File: config.mk
export PLATFORM = sky130hd
export DESIGN_NAME = vga_timing_monitor_flat
export DESIGN_NICKNAME = d
export VERILOG_FILES = /design/src/rtl/vga_timing_monitor_if.sv /design/src/rtl/vga_timing_monitor.sv /design/src/flat_wrapper.sv
export SDC_FILE = /design/constraint.sdc
export NUM_CORES = 1
export LEC_CHECK = 0
export BUFFER_PORTS_ARGS = -buffer_cell sky130_fd_sc_hd__buf_4
export CAP_MARGIN = 20
export CORE_ASPECT_RATIO = 1.5
export CORE_MARGIN = 2
export CORE_UTILIZATION = 26
export DETAILED_ROUTE_END_ITERATION = 10
export GPL_TIMING_DRIVEN = 0
export PLACE_DENSITY_LB_ADDON = 0.15
export SYNTH_ARGS = -nofsm -noshare
export SYNTH_HDL_FRONTEND = slang
export SYNTH_SLANG_ARGS = --single-unit
File: constraint.sdc
create_clock -name clk -period 3.2 [get_ports clk]
set_input_delay 0.64 -clock clk [delete_from_list [all_inputs] [get_ports clk]]
set_output_delay 0.64 -clock clk [all_outputs]
set_load 0.02 [all_outputs]
File: src/rtl/vga_timing_monitor_if.sv
// Video tap between a VGA source (master) and the timing monitor (slave).
interface vga_timing_monitor_if;
    logic        pix_en;
    logic        hsync;
    logic        vsync;
    logic        blank;
    logic        clr_err;
    logic        locked;
    logic        de;
    logic [9:0]  pixel_x;
    logic [9:0]  pixel_y;
    logic        frame_start;
    logic        err_h;
    logic        err_v;
    logic        err_blank;
    logic [15:0] frame_count;

    modport master (
        output pix_en, hsync, vsync, blank, clr_err,
        input  locked, de, pixel_x, pixel_y, frame_start,
        input  err_h, err_v, err_blank, frame_count
    );

    modport slave (
        input  pix_en, hsync, vsync, blank, clr_err,
        output locked, de, pixel_x, pixel_y, frame_start,
        output err_h, err_v, err_blank, frame_count
    );
endinterface

File: src/rtl/vga_timing_monitor.sv
// Rebuilds raster position from an hsync/vsync/blank stream and checks it
// against the configured VGA timing, reporting lock, frame starts and errors.
module vga_timing_monitor #(
    parameter int H_ACTIVE    = 640,
    parameter int H_FP        = 16,
    parameter int H_SYNC      = 96,
    parameter int H_BP        = 48,
    parameter int V_ACTIVE    = 480,
    parameter int V_FP        = 10,
    parameter int V_SYNC      = 2,
    parameter int V_BP        = 33,
    parameter int SYNC_POL    = 0,
    parameter int LOCK_FRAMES = 2
) (
    input  logic                 clk,
    input  logic                 rst,
    vga_timing_monitor_if.slave  bus
);
    localparam int H_TOTAL = H_ACTIVE + H_FP + H_SYNC + H_BP;
    localparam int V_TOTAL = V_ACTIVE + V_FP + V_SYNC + V_BP;

    localparam logic [9:0] H_LINE_END  = 10'(H_TOTAL - 1);
    localparam logic [9:0] H_SYNC_END  = 10'(H_SYNC - 1);
    localparam logic [9:0] V_FRAME_END = 10'(V_TOTAL - 1);
    localparam logic [9:0] V_SYNC_END  = 10'(V_SYNC - 1);
    localparam logic [9:0] H_VIS_START = 10'(H_SYNC + H_BP);
    localparam logic [9:0] H_VIS_END   = 10'(H_SYNC + H_BP + H_ACTIVE - 1);
    localparam logic [9:0] V_VIS_START = 10'(V_SYNC + V_BP);
    localparam logic [9:0] V_VIS_END   = 10'(V_SYNC + V_BP + V_ACTIVE - 1);
    localparam logic [9:0] CNT_MAX     = 10'h3FF;
    localparam logic [7:0] LOCK_TARGET = 8'(LOCK_FRAMES);
    localparam logic       SYNC_LVL    = (SYNC_POL != 0);

    typedef enum logic [1:0] {
        S_SEARCH,
        S_ACQUIRE,
        S_LOCKED
    } state_t;

    state_t      r_state;
    logic        r_hs;
    logic        r_vs_line;
    logic        r_blank;
    logic        r_h_seen;
    logic        r_v_seen;
    logic        r_chk_blank;
    logic        r_locked;
    logic        r_frame_start;
    logic        r_err_h;
    logic        r_err_v;
    logic        r_err_blank;
    logic [9:0]  r_h_cnt;
    logic [9:0]  r_v_cnt;
    logic [7:0]  r_good;
    logic [15:0] r_frame_count;

    logic        w_tick;
    logic        w_hs;
    logic        w_vs;
    logic        w_h_rise;
    logic        w_h_fall;
    logic        w_v_rise;
    logic        w_v_fall;
    logic        w_h_fail;
    logic        w_v_fail;
    logic        w_fail;
    logic        w_de;
    logic        w_blank_bad;
    logic        w_set_err_h;
    logic        w_set_err_v;
    logic [9:0]  w_h_inc;
    logic [9:0]  w_v_inc;
    logic [7:0]  w_good_inc;

    always_comb begin
        w_tick   = bus.pix_en;
        w_hs     = (bus.hsync == SYNC_LVL);
        w_vs     = (bus.vsync == SYNC_LVL);
        w_h_rise = w_tick & w_hs & ~r_hs;
        w_h_fall = w_tick & ~w_hs & r_hs;
        // Vertical edges only exist on line boundaries (hsync assertion ticks).
        w_v_rise = w_h_rise & w_vs & ~r_vs_line;
        w_v_fall = w_h_rise & ~w_vs & r_vs_line;
        w_h_fail = r_h_seen & ((w_h_rise & (r_h_cnt != H_LINE_END)) |
                               (w_h_fall & (r_h_cnt != H_SYNC_END)));
        w_v_fail = r_v_seen & ((w_v_rise & (r_v_cnt != V_FRAME_END)) |
                               (w_v_fall & (r_v_cnt != V_SYNC_END)));
        w_fail      = w_h_fail | w_v_fail;
        w_set_err_h = w_h_fail & (r_state == S_LOCKED);
        w_set_err_v = w_v_fail & (r_state == S_LOCKED);
        w_h_inc     = (r_h_cnt == CNT_MAX) ? CNT_MAX : r_h_cnt + 10'd1;
        w_v_inc     = (r_v_cnt == CNT_MAX) ? CNT_MAX : r_v_cnt + 10'd1;
        w_good_inc  = r_good + 8'd1;
        w_de = r_locked &
               (r_h_cnt >= H_VIS_START) & (r_h_cnt <= H_VIS_END) &
               (r_v_cnt >= V_VIS_START) & (r_v_cnt <= V_VIS_END);
        // Compared on the clk after a tick, when r_blank and the counters match.
        w_blank_bad = r_chk_blank & r_locked & (r_blank != w_de);
    end

    always_ff @(posedge clk) begin
        if (rst) begin
            r_state       <= S_SEARCH;
            r_hs          <= 1'b0;
            r_vs_line     <= 1'b0;
            r_blank       <= 1'b0;
            r_h_seen      <= 1'b0;
            r_v_seen      <= 1'b0;
            r_chk_blank   <= 1'b0;
            r_locked      <= 1'b0;
            r_frame_start <= 1'b0;
            r_err_h       <= 1'b0;
            r_err_v       <= 1'b0;
            r_err_blank   <= 1'b0;
            r_h_cnt       <= '0;
            r_v_cnt       <= '0;
            r_good        <= '0;
            r_frame_count <= '0;
        end else begin
            r_chk_blank   <= w_tick;
            r_frame_start <= 1'b0;
            if (w_tick) begin
                r_hs    <= w_hs;
                r_blank <= bus.blank;
                r_h_cnt <= w_h_rise ? 10'd0 : w_h_inc;
                if (w_h_rise) begin
                    r_vs_line <= w_vs;
                    r_v_cnt   <= w_v_rise ? 10'd0 : w_v_inc;
                    r_h_seen  <= 1'b1;
                end
                if (w_v_rise) begin
                    r_v_seen <= 1'b1;
                end
                case (r_state)
                    S_SEARCH: begin
                        if (w_v_rise) begin
                            r_state <= S_ACQUIRE;
                            r_good  <= '0;
                        end
                    end
                    S_ACQUIRE: begin
                        if (w_fail) begin
                            r_state  <= S_SEARCH;
                            r_h_seen <= 1'b0;
                            r_v_seen <= 1'b0;
                        end else if (w_v_rise) begin
                            r_good <= w_good_inc;
                            if (w_good_inc >= LOCK_TARGET) begin
                                r_state  <= S_LOCKED;
                                r_locked <= 1'b1;
                            end
                        end
                    end
                    S_LOCKED: begin
                        if (w_fail) begin
                            r_state  <= S_SEARCH;
                            r_locked <= 1'b0;
                            r_h_seen <= 1'b0;
                            r_v_seen <= 1'b0;
                        end else if (w_v_rise) begin
                            r_frame_start <= 1'b1;
                            if (r_frame_count != 16'hFFFF) begin
                                r_frame_count <= r_frame_count + 16'd1;
                            end
                        end
                    end
                    default: begin
                        r_state  <= S_SEARCH;
                        r_locked <= 1'b0;
                    end
                endcase
            end
            // A new error on the same clk as clr_err keeps the flag set.
            r_err_h     <= (r_err_h & ~bus.clr_err) | w_set_err_h;
            r_err_v     <= (r_err_v & ~bus.clr_err) | w_set_err_v;
            r_err_blank <= (r_err_blank & ~bus.clr_err) | w_blank_bad;
        end
    end

    assign bus.locked      = r_locked;
    assign bus.de          = w_de;
    assign bus.pixel_x     = w_de ? (r_h_cnt - H_VIS_START) : 10'd0;
    assign bus.pixel_y     = w_de ? (r_v_cnt - V_VIS_START) : 10'd0;
    assign bus.frame_start = r_frame_start;
    assign bus.err_h       = r_err_h;
    assign bus.err_v       = r_err_v;
    assign bus.err_blank   = r_err_blank;
    assign bus.frame_count = r_frame_count;
endmodule

File: src/flat_wrapper.sv
// flat-port wrapper written by rule: the top's interface ports become plain ports
module vga_timing_monitor_flat 
#(
    parameter int H_ACTIVE    = 640,
    parameter int H_FP        = 16,
    parameter int H_SYNC      = 96,
    parameter int H_BP        = 48,
    parameter int V_ACTIVE    = 480,
    parameter int V_FP        = 10,
    parameter int V_SYNC      = 2,
    parameter int V_BP        = 33,
    parameter int SYNC_POL    = 0,
    parameter int LOCK_FRAMES = 2
)
  (clk, rst, bus_pix_en, bus_hsync, bus_vsync, bus_blank, bus_clr_err, bus_locked, bus_de, bus_pixel_x, bus_pixel_y, bus_frame_start, bus_err_h, bus_err_v, bus_err_blank, bus_frame_count);
  vga_timing_monitor_if bus_i ();
  input  logic clk;
  input  logic rst;
  input wire logic [$bits(bus_i.pix_en)-1:0] bus_pix_en;
  input wire logic [$bits(bus_i.hsync)-1:0] bus_hsync;
  input wire logic [$bits(bus_i.vsync)-1:0] bus_vsync;
  input wire logic [$bits(bus_i.blank)-1:0] bus_blank;
  input wire logic [$bits(bus_i.clr_err)-1:0] bus_clr_err;
  output wire logic [$bits(bus_i.locked)-1:0] bus_locked;
  output wire logic [$bits(bus_i.de)-1:0] bus_de;
  output wire logic [$bits(bus_i.pixel_x)-1:0] bus_pixel_x;
  output wire logic [$bits(bus_i.pixel_y)-1:0] bus_pixel_y;
  output wire logic [$bits(bus_i.frame_start)-1:0] bus_frame_start;
  output wire logic [$bits(bus_i.err_h)-1:0] bus_err_h;
  output wire logic [$bits(bus_i.err_v)-1:0] bus_err_v;
  output wire logic [$bits(bus_i.err_blank)-1:0] bus_err_blank;
  output wire logic [$bits(bus_i.frame_count)-1:0] bus_frame_count;
  assign bus_i.pix_en = bus_pix_en;
  assign bus_i.hsync = bus_hsync;
  assign bus_i.vsync = bus_vsync;
  assign bus_i.blank = bus_blank;
  assign bus_i.clr_err = bus_clr_err;
  assign bus_locked = bus_i.locked;
  assign bus_de = bus_i.de;
  assign bus_pixel_x = bus_i.pixel_x;
  assign bus_pixel_y = bus_i.pixel_y;
  assign bus_frame_start = bus_i.frame_start;
  assign bus_err_h = bus_i.err_h;
  assign bus_err_v = bus_i.err_v;
  assign bus_err_blank = bus_i.err_blank;
  assign bus_frame_count = bus_i.frame_count;
  vga_timing_monitor #(.H_ACTIVE(H_ACTIVE), .H_FP(H_FP), .H_SYNC(H_SYNC), .H_BP(H_BP), .V_ACTIVE(V_ACTIVE), .V_FP(V_FP), .V_SYNC(V_SYNC), .V_BP(V_BP), .SYNC_POL(SYNC_POL), .LOCK_FRAMES(LOCK_FRAMES)) u_core (.clk(clk), .rst(rst), .bus(bus_i));
endmodule
After elaboration in Yosys (flattened, before gate mapping). Cells that the tools add are included.

Register bits: 57. Input bits: 7.

Add/subtract/negate cells: 6. Order comparisons: 5. Equal/unequal tests: 17. Mux-type cells: 28. Bitwise operators: 40. Reductions and logical operators: 9.

Operators by type and width (number): 10-bit two-way mux (6); 1-bit AND (25); 8-bit two-way mux (3); 10-bit by 1-bit adder with 10-bit output (second input constant) (2); 10-bit equality test (second input constant) (2); 10-bit <= comparator (second input constant) (2); 10-bit inequality test (second input constant) (2); 16-bit by 1-bit adder with 16-bit output (second input constant) (1); 16-bit inequality test (second input constant) (1); 8-bit one-hot mux with 2 select lines (1); 5-bit AND reduction (3); 1-bit two-way mux (11); 10-bit by 6-bit >= comparator with 1-bit output (second input constant) (1); 10-bit by 8-bit >= comparator with 1-bit output (second input constant) (1); 2-bit two-way mux (5); 10-bit by 1-bit inequality test with 1-bit output (second input constant) (1); 10-bit by 7-bit inequality test with 1-bit output (second input constant) (1); 10-bit by 6-bit subtractor with 10-bit output (second input constant) (1); 10-bit by 8-bit subtractor with 10-bit output (second input constant) (1); 1-bit NOT (9); 8-bit by 1-bit adder with 8-bit output (second input constant) (1); 8-bit by 2-bit >= comparator with 1-bit output (second input constant) (1); 2-bit by 1-bit inequality test with 1-bit output (second input constant) (4); 3-bit by 1-bit inequality test with 1-bit output (second input constant) (2); 13 further kinds (18).

Logic depth before layout (Yosys ltp).
Word-level depth: 11. Gate-level depth with buffers: 11.

Worst setup path before layout. OpenSTA, ideal clock, no wires.

Path type: register to output. Start point: register u_core.r_h_cnt[0]. End point: output port bus_pixel_x[7]. Data arrival time: 2.112 ns. Required time: 2.560 ns. Path slack: 0.448 ns. Cell stages (with the launch flop): 9. Path buffers: 2. Path through: dfxtp_1 -> ha_1 -> and3_1 -> clkbuf_1 -> a21oi_1 -> o311ai_0 -> o2111ai_1 -> buf_2 -> nor3_1.

Cells in the longest elaborated chain, start to end: 6. Elaborated cells between the ends (all ways): 8. Those cells by class: 1 x add/sub; 2 x order compare; 1 x mux; 4 x bitwise.

RTL lines: from (decl) (line vga_timing_monitor.sv:52) `logic [9:0] r_h_cnt;`; from (signal assigned) (line vga_timing_monitor.sv:125) `r_h_cnt <= w_h_rise ? 10'd0 : w_h_inc;`; 10-bit by 8-bit >= comparator with 1-bit output (line vga_timing_monitor.sv:95) `(r_h_cnt >= H_VIS_START) & (r_h_cnt <= H_VIS_END) &`; 1-bit AND (line vga_timing_monitor.sv:94) `w_de = r_locked &`; 1-bit AND (2 in series) (line vga_timing_monitor.sv:95); 1-bit AND (line vga_timing_monitor.sv:96) `(r_v_cnt >= V_VIS_START) & (r_v_cnt <= V_VIS_END);`; 10-bit two-way mux * (line vga_timing_monitor.sv:182) `assign bus.pixel_x = w_de ? (r_h_cnt - H_VIS_START) : 10'd0;`; to (decl) (line flat_wrapper.sv:26) `output wire logic [$bits(bus_i.pixel_x)-1:0] bus_pixel_x;`.

Mark *: on every way between the ends. The rest lies on a longest branch, timed or not.

Worst setup path in the final report.
Start point: register u_core.r_h_cnt[0]. End point: output port bus_pixel_x[6].

The elaborated chain is that of the path after synthesis.

==> key figures <==
Detailed routing
  • Via-to-Cell Ratio: ~5.3
  • Initial DRC count: about 120
  • Final WL: 11.00 mm
  • Final ANT Viol Nets: 0
  • DRT Pass-1 Iters: 5
  • Post-route DRC: 0
  • Wirelength per Cell: around 16 um
  • Routed vias: 3613

STA
  • Skew final: roughly 11 ps
  • Max Slew Vio Count: 0
  • Setup violators final: 0
  • Final setup margin: between 100 and 150 ps
  • Final period util: a little over nine tenths
  • Max-slew headroom: between 50 and 60%
  • Fin. Hold Viols: 0
  • Clock period minus final worst setup slack: a little over 3000 ps
  • Max Clock Freq: between 300 and 400 MHz
  • Worst-Margin Slew: roughly 670 ps

Worst setup path
  • Endpoint class of the critical path: primary output
  • Critical Path AT: between 2000 and 2500 ps
  • Worst EP required: 2560 ps
  • Max Fanout on Critical Path: 10
  • Type of origin of the critical path: register
  • Setup CP Type: register to primary output

Clock network
  • Clock Tree Buf Depth: 2
  • CTS tree: built
  • CTS H-tree depth: 3
  • Clock Pin Slew Worst Setup and Hold Paths: 50 ps
  • Clock latency on the worst-skew pair: approximately 340 ps
  • Root Buffer: clkbuf_16
  • Cts bufs inserted: 9
  • Clock sink total: 57

Logic synthesis
  • Post-synth EDFFs: 0
  • Ys Warns: 0
  • Synth cell types: between 50 and 60
  • Asr flop ratio synth: 0%
  • Adder-cell area share of the yosys netlist: under 10%
  • Compound-Gate Fraction of Synth Area: between 20% and 30%
  • Register bit total from synthesis: between 50 and 60
  • Cell area after synthesis: 3588 um2
  • Main synth FF type: dfxtp_1
  • Multiplexer share of the synthesized area: under 10%
  • Sequential share of the synthesized area: 31.80%
  • Synthesized instance count: roughly 460
  • Synth Area in XOR/XNOR: around 3.4%
  • Area leader, netlist: dfxtp_1
  • Ranking of synthesized cells by area: dfxtp_1 32%, a21oi_1 6.0%, nor2_1 6.0%, ha_1 5.6%, nand2_1 3.5%
  • Post-Synth Simple-Gate Area: 29.25%
  • Mean Syn Cell Area: approximately 7.8 um2
  • Largest family of logic cells by synthesized area: simple AND/OR/NAND/NOR gates
  • Net Count, Synth: approximately 500
  • Top cells by count, synth: 57 x dfxtp_1, 57 x nor2_1, 43 x a21oi_1
  • Synth top area share: a little under a third

Power
  • Overall power: between 0.0015 and 0.002 W
  • Power per cell area: 428.4 nW/um2
  • VDD IR max: 0.0002260 V
  • Leakage: about 1.7 nW

Cells and area
  • Post-Route Utilization: roughly a third
  • Nets: about 540
  • Diode count: 0
  • Non-filler cells, final: 685
  • Area grow syn2layout: 25.45%
  • Layout cells sized above 1: between 15 and 20%
  • Design area: 4502 um2

Hold path
  • Hold Path Class: register to register

Global routing
  • GRT Residual Overflow: 0
  • Vias in the first global route: 3434
  • Largest net degree at the start of global routing: 11
  • Global router's overall resource usage: about 15%
  • First-pass GRT wire length: 17.70 mm
  • Initial antenna violation count: 0

Floorplan
  • Die area: approximately 15000 um2
  • Initial Utilization: 26.64%
  • # IOs: 49
  • Core area: around 13000 um2
  • Rows: 52
  • Horiz. Die Dim: roughly 100 um
  • DIE HEIGHT: 147.9 um

Place
  • Post-DP HPWL: ~8 mm
  • Dpl ws: -171.0 ps
  • Placed insts: roughly 670
  • GPL Wtd Cong: approximately 0.86
  • Placement-stage cell area: 4136 um2
  • Buffers on Ports: 46

Status
  • Outcome: finished, final reports clean

Job
  • MaxCap Viol Count: 0
## routing by layer
| metal | part of all wire (%) | global-route usage (%) |
|---|---|---|
| met1 | 43 | 17.92 |
| met2 | 51 | 26.55 |
| met3 | 3.7 | 2.506 |
| met4 | 2.3 | 6.781 |
| met5 | 0 | 0 |
## final cells by class
class                   count  area (um2)
multi-input cells         355        2260
flip-flops and latches     57        1141
repair buffers             47       352.8
clock buffers              12       256.5
fillers                  1460        8966
clock inverters             4       75.07
well taps                 162       202.7
inverters                  18       67.56
plain buffers              30       146.4
## power breakdown
part / internal [W] / total [W] / switching (W)
logic: 0.0000404 / 0.000125 / 0.0000844
clock network: 0.000724 / 0.00107 / 0.000350
registers: 0.000720 / 0.000730 / 0.00000962
total: 0.00148 / 0.00193 / 0.000444
## per-stage QoR
step / hold slack (ps) / TNS, ps
4_1_cts: 469.6 / 0
6_report: 463.0 / 0
5_1_grt: 493.8 / -9.728
3_5_place_dp: 458.3 / -1618
2_1_floorplan: 440.6 / 0
3_3_place_gp: 456.9 / -1482
## cells in the final DEF (no fill, tap or decap), drive strengths merged, types with 3 or more instances in the layout
cell type	n
nor2	57
dfxtp	57
buf	57
a21oi	43
nand2	33
clkbuf	32
nand3	25
inv	18
nor3	17
a211oi	16
ha	16
o21ai	13
xnor2	11
or3	10
nor2b	9
a31oi	9
nand2b	7
o31ai	7
and4	6
and3	6
mux2i	5
nand4	5
and2	5
or4	5
o211ai	4
a41oi	4
mux2	3
xor2	3
or2	3
nand3b	3
a31o	3
nor3b	3
## worst max-delay path, cell delays in order, from the launching register on
cell and delay [ps]:
dfxtp_1 400, ha_1 210, and3_2 290, a21oi_1 120, o311ai_2 250, o2111ai_2 180, buf_6 180, buf_4 170
nor2_1 110, buf_4 150
## registers in the layout, summed over array words and instances (netlist names), 2 cells and up
register                flops
u_core.r_h_cnt             10
u_core.r_good               8
u_core.r_state              2
u_core.r_v_cnt             10
u_core.bus.frame_count     16
## cell families after synthesis
group                    count (synthesis)
AO/OA/AOI/OAI                          116
XOR/XNOR                                14
adder cells (fa/ha/maj)                 16
buffers and inverters                   51
flip-flops                              57
multiplexers                             8
AND/OR/NAND/NOR                        201
## path summary, 6_finish.rpt
kind / startpoint / endpoint / slack, ps / depth (start not counted)
hold reg to reg: u_core.r_v_seen / u_core.r_v_seen / 460 / 1
setup reg to reg: u_core.r_vs_line / u_core.bus.frame_count[10] / 560 / 8
setup / recovery: u_core.r_h_cnt[0] / bus_pixel_x[6] / 140 / 9
hold / removal: u_core.r_v_seen / u_core.r_v_seen / 460 / 1
## what timing repair did
action,4_1_cts,5_1_grt
resized for setup,9,6
pin swaps,1,0
endpoints found under the setup margin,21,11
hold buffers,0,0
gates cloned,0,0
buffers inserted,1,0
(Power assumes the default switching activity.)
